[src/rtl/mem_load_unit_pkg.sv]
// Shared types and constants for the load-side memory unit.
// Load-type codes follow the RISC-V funct3 field.
package mem_load_pkg;

    localparam logic [2:0] LD_LB  = 3'b000;
    localparam logic [2:0] LD_LH  = 3'b001;
    localparam logic [2:0] LD_LW  = 3'b010;
    localparam logic [2:0] LD_LBU = 3'b100;
    localparam logic [2:0] LD_LHU = 3'b101;

    // Wide enough for any timeout up to 255.
    localparam int CNT_W = 8;

    typedef enum logic [1:0] {
        IDLE = 2'd0,
        WAIT = 2'd1,
        RESP = 2'd2
    } state_t;

    function automatic logic ld_ok(
        input logic [2:0] ctr,
        input logic [1:0] off
    );
        logic ok;
        ok = 1'b0;
        case (ctr)
            LD_LB, LD_LBU: ok = 1'b1;
            LD_LH, LD_LHU: ok = ~off[0];
            LD_LW:         ok = (off == 2'b00);
            default:       ok = 1'b0;
        endcase
        return ok;
    endfunction

endpackage

[src/rtl/mem_load_unit_if.sv]
// Request, memory-read and writeback signals of the load unit.
// The slave modport is the unit's view; master is its environment.
interface mem_load_unit_if;

    logic        ld_valid;
    logic        ld_ready;
    logic [2:0]  ld_ctr;
    logic [31:0] ld_addr;
    logic        mem_req;
    logic [31:0] mem_addr;
    logic        mem_ack;
    logic [31:0] mem_rdata;
    logic        rd_valid;
    logic [31:0] rd_data;
    logic        ld_err;

    modport slave (
        input  ld_valid,
        input  ld_ctr,
        input  ld_addr,
        input  mem_ack,
        input  mem_rdata,
        output ld_ready,
        output mem_req,
        output mem_addr,
        output rd_valid,
        output rd_data,
        output ld_err
    );

    modport master (
        output ld_valid,
        output ld_ctr,
        output ld_addr,
        output mem_ack,
        output mem_rdata,
        input  ld_ready,
        input  mem_req,
        input  mem_addr,
        input  rd_valid,
        input  rd_data,
        input  ld_err
    );

endinterface

[src/rtl/mem_load_unit_extend.sv]
// Byte/halfword selection and sign/zero extension of a read word.
// Illegal load types produce zero.
module load_extend
    import mem_load_pkg::*;
(
    input  logic [2:0]  ld_ctr,
    input  logic [1:0]  offset,
    input  logic [31:0] word,
    output logic [31:0] result
);

    logic [7:0]  byte_v;
    logic [15:0] half_v;

    always_comb begin
        byte_v = 8'h00;
        case (offset)
            2'd0:    byte_v = word[7:0];
            2'd1:    byte_v = word[15:8];
            2'd2:    byte_v = word[23:16];
            default: byte_v = word[31:24];
        endcase
    end

    assign half_v = offset[1] ? word[31:16] : word[15:0];

    always_comb begin
        result = 32'h0;
        case (ld_ctr)
            LD_LB:   result = {{24{byte_v[7]}}, byte_v};
            LD_LBU:  result = {24'h0, byte_v};
            LD_LH:   result = {{16{half_v[15]}}, half_v};
            LD_LHU:  result = {16'h0, half_v};
            LD_LW:   result = word;
            default: result = 32'h0;
        endcase
    end

endmodule

[src/rtl/mem_load_unit.sv]
// Load unit: one outstanding word read, then align/extend to rd.
// Misaligned or illegal requests answer immediately with an error.
module mem_load_unit
    import mem_load_pkg::*;
#(
    parameter int TIMEOUT_CYCLES = 16,
    parameter int XLEN           = 32
) (
    input logic             clk,
    input logic             rst_n,
    mem_load_unit_if.slave  bus
);

    localparam logic [CNT_W-1:0] CNT_LAST =
        CNT_W'(TIMEOUT_CYCLES - 1);

    state_t            state_q;
    logic [CNT_W-1:0]  cnt_q;
    logic [2:0]        ctr_q;
    logic [1:0]        off_q;
    logic              mem_req_q;
    logic [XLEN-1:0]   mem_addr_q;
    logic              rd_valid_q;
    logic [XLEN-1:0]   rd_data_q;
    logic              ld_err_q;
    logic [XLEN-1:0]   ext_d;

    load_extend u_ext (
        .ld_ctr (ctr_q),
        .offset (off_q),
        .word   (bus.mem_rdata),
        .result (ext_d)
    );

    always_ff @(posedge clk) begin
        if (!rst_n) begin
            state_q    <= IDLE;
            cnt_q      <= '0;
            ctr_q      <= '0;
            off_q      <= '0;
            mem_req_q  <= 1'b0;
            mem_addr_q <= '0;
            rd_valid_q <= 1'b0;
            rd_data_q  <= '0;
            ld_err_q   <= 1'b0;
        end else begin
            rd_valid_q <= 1'b0;
            unique case (state_q)
                IDLE: begin
                    if (bus.ld_valid) begin
                        ctr_q <= bus.ld_ctr;
                        off_q <= bus.ld_addr[1:0];
                        cnt_q <= '0;
                        if (ld_ok(bus.ld_ctr, bus.ld_addr[1:0])) begin
                            state_q    <= WAIT;
                            mem_req_q  <= 1'b1;
                            mem_addr_q <= {bus.ld_addr[31:2], 2'b00};
                        end else begin
                            state_q    <= RESP;
                            rd_valid_q <= 1'b1;
                            ld_err_q   <= 1'b1;
                            rd_data_q  <= '0;
                        end
                    end
                end
                WAIT: begin
                    // An ack in the last allowed cycle beats the timeout.
                    if (bus.mem_ack) begin
                        state_q    <= RESP;
                        mem_req_q  <= 1'b0;
                        rd_valid_q <= 1'b1;
                        rd_data_q  <= ext_d;
                        ld_err_q   <= 1'b0;
                    end else if (cnt_q == CNT_LAST) begin
                        state_q    <= RESP;
                        mem_req_q  <= 1'b0;
                        rd_valid_q <= 1'b1;
                        rd_data_q  <= '0;
                        ld_err_q   <= 1'b1;
                    end else begin
                        cnt_q <= cnt_q + CNT_W'(1);
                    end
                end
                RESP: begin
                    state_q <= IDLE;
                end
                default: begin
                    state_q <= IDLE;
                end
            endcase
        end
    end

    assign bus.ld_ready = (state_q == IDLE);
    assign bus.mem_req  = mem_req_q;
    assign bus.mem_addr = mem_addr_q;
    assign bus.rd_valid = rd_valid_q;
    assign bus.rd_data  = rd_data_q;
    assign bus.ld_err   = ld_err_q;

endmodule

[src/flat_wrapper.sv]
// flat-port wrapper written by rule: the top's interface ports become plain ports
module mem_load_unit_flat import mem_load_pkg::*;
#(
    parameter int TIMEOUT_CYCLES = 16,
    parameter int XLEN           = 32
)
  (clk, rst_n, bus_ld_valid, bus_ld_ctr, bus_ld_addr, bus_mem_ack, bus_mem_rdata, bus_ld_ready, bus_mem_req, bus_mem_addr, bus_rd_valid, bus_rd_data, bus_ld_err);
  mem_load_unit_if bus_i ();
  input logic clk;
  input logic rst_n;
  input wire logic [$bits(bus_i.ld_valid)-1:0] bus_ld_valid;
  input wire logic [$bits(bus_i.ld_ctr)-1:0] bus_ld_ctr;
  input wire logic [$bits(bus_i.ld_addr)-1:0] bus_ld_addr;
  input wire logic [$bits(bus_i.mem_ack)-1:0] bus_mem_ack;
  input wire logic [$bits(bus_i.mem_rdata)-1:0] bus_mem_rdata;
  output wire logic [$bits(bus_i.ld_ready)-1:0] bus_ld_ready;
  output wire logic [$bits(bus_i.mem_req)-1:0] bus_mem_req;
  output wire logic [$bits(bus_i.mem_addr)-1:0] bus_mem_addr;
  output wire logic [$bits(bus_i.rd_valid)-1:0] bus_rd_valid;
  output wire logic [$bits(bus_i.rd_data)-1:0] bus_rd_data;
  output wire logic [$bits(bus_i.ld_err)-1:0] bus_ld_err;
  assign bus_i.ld_valid = bus_ld_valid;
  assign bus_i.ld_ctr = bus_ld_ctr;
  assign bus_i.ld_addr = bus_ld_addr;
  assign bus_i.mem_ack = bus_mem_ack;
  assign bus_i.mem_rdata = bus_mem_rdata;
  assign bus_ld_ready = bus_i.ld_ready;
  assign bus_mem_req = bus_i.mem_req;
  assign bus_mem_addr = bus_i.mem_addr;
  assign bus_rd_valid = bus_i.rd_valid;
  assign bus_rd_data = bus_i.rd_data;
  assign bus_ld_err = bus_i.ld_err;
  mem_load_unit #(.TIMEOUT_CYCLES(TIMEOUT_CYCLES), .XLEN(XLEN)) u_core (.clk(clk), .rst_n(rst_n), .bus(bus_i));
endmodule
[config.mk]
export PLATFORM = sky130hd
export DESIGN_NAME = mem_load_unit_flat
export DESIGN_NICKNAME = d
export VERILOG_FILES = /design/src/rtl/mem_load_unit_pkg.sv /design/src/rtl/mem_load_unit_if.sv /design/src/rtl/mem_load_unit_extend.sv /design/src/rtl/mem_load_unit.sv /design/src/flat_wrapper.sv
export SDC_FILE = /design/constraint.sdc
export NUM_CORES = 1
export LEC_CHECK = 0
export ABC_AREA = 1
export CORE_MARGIN = 2
export CORE_UTILIZATION = 47
export CTS_CLUSTER_SIZE = 20
export DETAILED_ROUTE_END_ITERATION = 8
export PLACE_DENSITY = 0.8
export SYNTH_ARGS = -nofsm -noshare
export SYNTH_HDL_FRONTEND = slang
export SYNTH_SLANG_ARGS = --single-unit
[constraint.sdc]
create_clock -name clk -period 1.9 [get_ports clk]
set_clock_uncertainty 0.05 [all_clocks]
set_input_delay 0.38 -clock clk [delete_from_list [all_inputs] [get_ports clk]]
set_output_delay 0.38 -clock clk [all_outputs]
set_load 0.005 [all_outputs]
==> results by group <==
Outcome
  – Status: finished, final reports clean

Finish
  – Post-layout instance area: 6090 sq um
  – Synthesis-to-layout area growth: 38.5%
  – Fillers: between 800 and 900
  – Commonest non-fill, non-tap cell in the layout: nand2_1
  – Final nets: ~870
  – ANT cells: 0
  – Final cell count without fillers: 917
  – Share of cells above drive strength 1: a little over a tenth
  – Most frequent cells in the layout: nand2_1 (172), clkdlybuf4s50_1 (136), nor2_1 (120)

Min path
  – Min-delay worst type: reg2reg
  – Worst Hold Path EP: u_core.bus.ld_err$_SDFFE_PN0P_
  – HP Start: u_core.bus.ld_err$_SDFFE_PN0P_
  – Hold Path Depth: 2

Worst setup path
  – Cell family with most CP delay: buffers and inverters
  – CP Data Arrival Time: between 1 and 1.5 ns
  – Largest fanout on the critical path: 2
  – Crit path launch type: register
  – Crit path top cell by count: inv_1
  – Reg-to-Reg End: u_core.cnt_q[6]$_SDFFE_PN0P_
  – Critical Path End Type: output port
  – Critical Path Max Stage Delay: roughly 0.49 ns
  – CP Data Required Time: between 1 and 1.5 ns
  – CP Cell Sequence: inv_1, nand2_2, inv_1, clkdlybuf4s50_1
  – Worst path slowest cell: clkdlybuf4s50_1
  – FF-to-FF setup slack: between 0.15 and 0.2 ns
  – RR Startpoint: u_core.cnt_q[0]$_SDFFE_PN0P_
  – WS Path Type: reg2out
  – FF-to-FF path depth: 9
  – CP bufs+invs: 3

STA
  – Period Utilization, post-route: 96.8%
  – Post-route minimum period: 1.84 ns
  – TNS Setup: 0 ns
  – Max Freq: 544 MHz
  – Slew Limit Fails: 0
  – RSZ-0062 raised after global routing: false
  – Final Hold Violating Endpoints: 0
  – Setup Viol. Count Final: 0

Yosys
  – Synth area leader: dfxtp_1
  – Synth Instances: 669
  – Unique masters post-synth: 27
  – Synthesized area per cell: between 6 and 7 sq um
  – Top cells by area, synth: dfxtp_1 (36%), nand2_1 (15%), nor2_1 (10%), nand4_1 (5.0%), o21ai_0 (4.9%)
  – Yosys Warn Count: 0
  – Top cell type's share of synthesized area: 36.4%
  – Synthesized cell area: ~4400 sq um
  – Register area share after synthesis: 36.4%
  – Flops & latches, synth: 80

Clock tree
  – Setup bufs post-CTS: 0
  – CTS clock-pin slew for the worst setup and hold paths: 0.09 ns
  – Max clock buf depth: 2
  – CTS Buf Count: 9
  – Cts hold-fix bufs: 0
  – H-tree depth: 3
  – Clock insertion delay at the later pin of the skew report: 0.36 ns
  – Clk sink count: 80
  – CTS tree: done
  – CTS root buf: clkbuf_8

GRT
  – Pin count of the biggest net entering global routing: 39
  – GRT Total Usage: 26.3%
  – Initial antenna violation count: 0
  – First-pass GRT wire length: between 20 and 25 mm
  – Vias in the first global route: 4564
  – Congestion Overflow GR: 0

Floorplanning
  – Die span in y: roughly 100 um
  – Ports: 139
  – Die Width: roughly 100 um
  – Initial Utilization: just under 50%
  – Total core area: 9150 sq um
  – DIE AREA: 10100 sq um
  – Num rows: 35

Flow run
  – Max cap viols: 0

Place
  – Post-DP HPWL: approximately 10 mm
  – Placed cell area: between 5000 and 6000 sq um
  – Placed instance count: approximately 900
  – # port buffers: roughly 140
  – RD Place Congestion: slightly above 1

Route
  – Remaining DRCs: 0
  – Total number of vias: around 4800
  – Antenna-violating nets left: 0
  – Drt wl/cell: between 10 and 15 um
  – Drt via density: about 5.2
  – Number of DRC markers in iteration 0: 224
  – Drt pass-1 iters: 5
  – Drt total wl: roughly 13 mm

Power
  – Worst vdd ir: roughly 380 uV
  – Pwr dens: 672 nW/um^2
  – Leakage: ~2.6 nW
[area by class of cell]
cell class | count | area (sq um) | area share (%)
Clock inverter | 6 | 51.3 | 0.843
Timing Repair Buffer | 163 | 1630 | 26.7
Tap cell | 111 | 139 | 2.28
Inverter | 60 | 225 | 3.70
Clock buffer | 10 | 138 | 2.26
Sequential cell | 80 | 1600 | 26.3
Multi-Input combinational cell | 487 | 2310 | 37.9
[what timing repair did]
item / CTS / global route
endpoints found under the setup margin: 0 / 1
resized for setup: 0 / 1
hold endpoints to repair: 0 / 0
[power by group]
part	internal (W)	total, W	switching (W)	leakage, nW
clock	0.000529	0.00122	0.000687	0.0875
combinational	0.000490	0.00106	0.000566	1.84
sequential	0.00176	0.00182	0.0000628	0.651
total	0.00277	0.00409	0.00132	2.58
[cells in the mapped netlist (all sizes together)]
cell type	count
conb	1
xor2	1
a21oi	48
clkbuf	9
nor2	129
o21ai	43
nand4	35
buf	34
a31oi	2
ha	1
inv	60
nand2	177
nand3	49
dfxtp	80
[cell families (layout without fill, tap and decap cells)]
group / Yosys count / after routing / share of synthesized area, %
other cells: 1 / 2 / 0.0853
compound gates: 93 / 93 / 12.0
flops: 80 / 80 / 36.4
xor+xnor: 1 / 1 / 0.199
buf+inv: 103 / 239 / 11.2
fa+ha+maj: 1 / 1 / 0.285
simple gates: 390 / 390 / 39.7
[worst max-delay path by stage]
stage,startpoint,to,slack (ns),depth (start not counted)
2_1_floorplan,u_core.cnt_q[0]$_SDFFE_PN0P_,u_core.bus.rd_data[24]$_SDFFE_PN0P_,0.43,7
3_3_place_gp,bus_ld_addr[0],u_core.bus.mem_addr[17]$_SDFFE_PN0P_,0.01,8
3_5_place_dp,bus_ld_addr[0],u_core.bus.mem_addr[2]$_SDFFE_PN0P_,-0.07,9
4_1_cts,u_core.state_q[1]$_SDFFE_PN0P_,bus_ld_ready,0.02,4
5_1_grt,u_core.cnt_q[0]$_SDFFE_PN0P_,u_core.cnt_q[6]$_SDFFE_PN0P_,0.004,9
6_report,u_core.state_q[1]$_SDFFE_PN0P_,bus_ld_ready,0.06,4
[per-layer routing]
layer / GRT usage, % / part of all wire (%) / vias up
li1: - / - / 2397
met1: 32.4 / 42 / 2221
met2: 44.7 / 49 / 154
met3: 5.34 / 5.6 / 30
met4: 11.0 / 3.0 / 0
met5: 0 / 0 / -
[sequential cells by signal, summed over array words and instances (netlist names)]
name and cells:
u_core.state_q 2, u_core.bus.ld_err 1, u_core.bus.mem_req 1, u_core.ctr_q 3
u_core.cnt_q 8, u_core.bus.mem_addr 30, u_core.bus.rd_valid 1, u_core.off_q 2
u_core.bus.rd_data 32
[metrics by stage]
| step | hold slack (ns) | util, % | setup WS [ns] | power (W) |
|---|---|---|---|---|
| 2_1_floorplan | 0.397 | - | 0.432 | 0.00245 |
| 3_3_place_gp | 0.406 | 64.4 | 0.0134 | 0.00288 |
| 4_1_cts | 0.440 | 66.5 | 0.0241 | 0.00409 |
| 3_5_place_dp | 0.416 | 64.4 | -0.0672 | 0.00290 |
| 6_report | 0.441 | 66.5 | 0.0613 | 0.00409 |
| 5_1_grt | 0.469 | 66.5 | 0.00383 | 0.00430 |
[worst register-to-register path, delay by kind of cell (launching register included)]
family	cells	cell delay [ns]
adders and majority gates	1	0.19
buffers and inverters	1	0.16
DFF	1	0.40
and+or+nand+nor	7	0.79
Power figures use the tool's default switching activity.
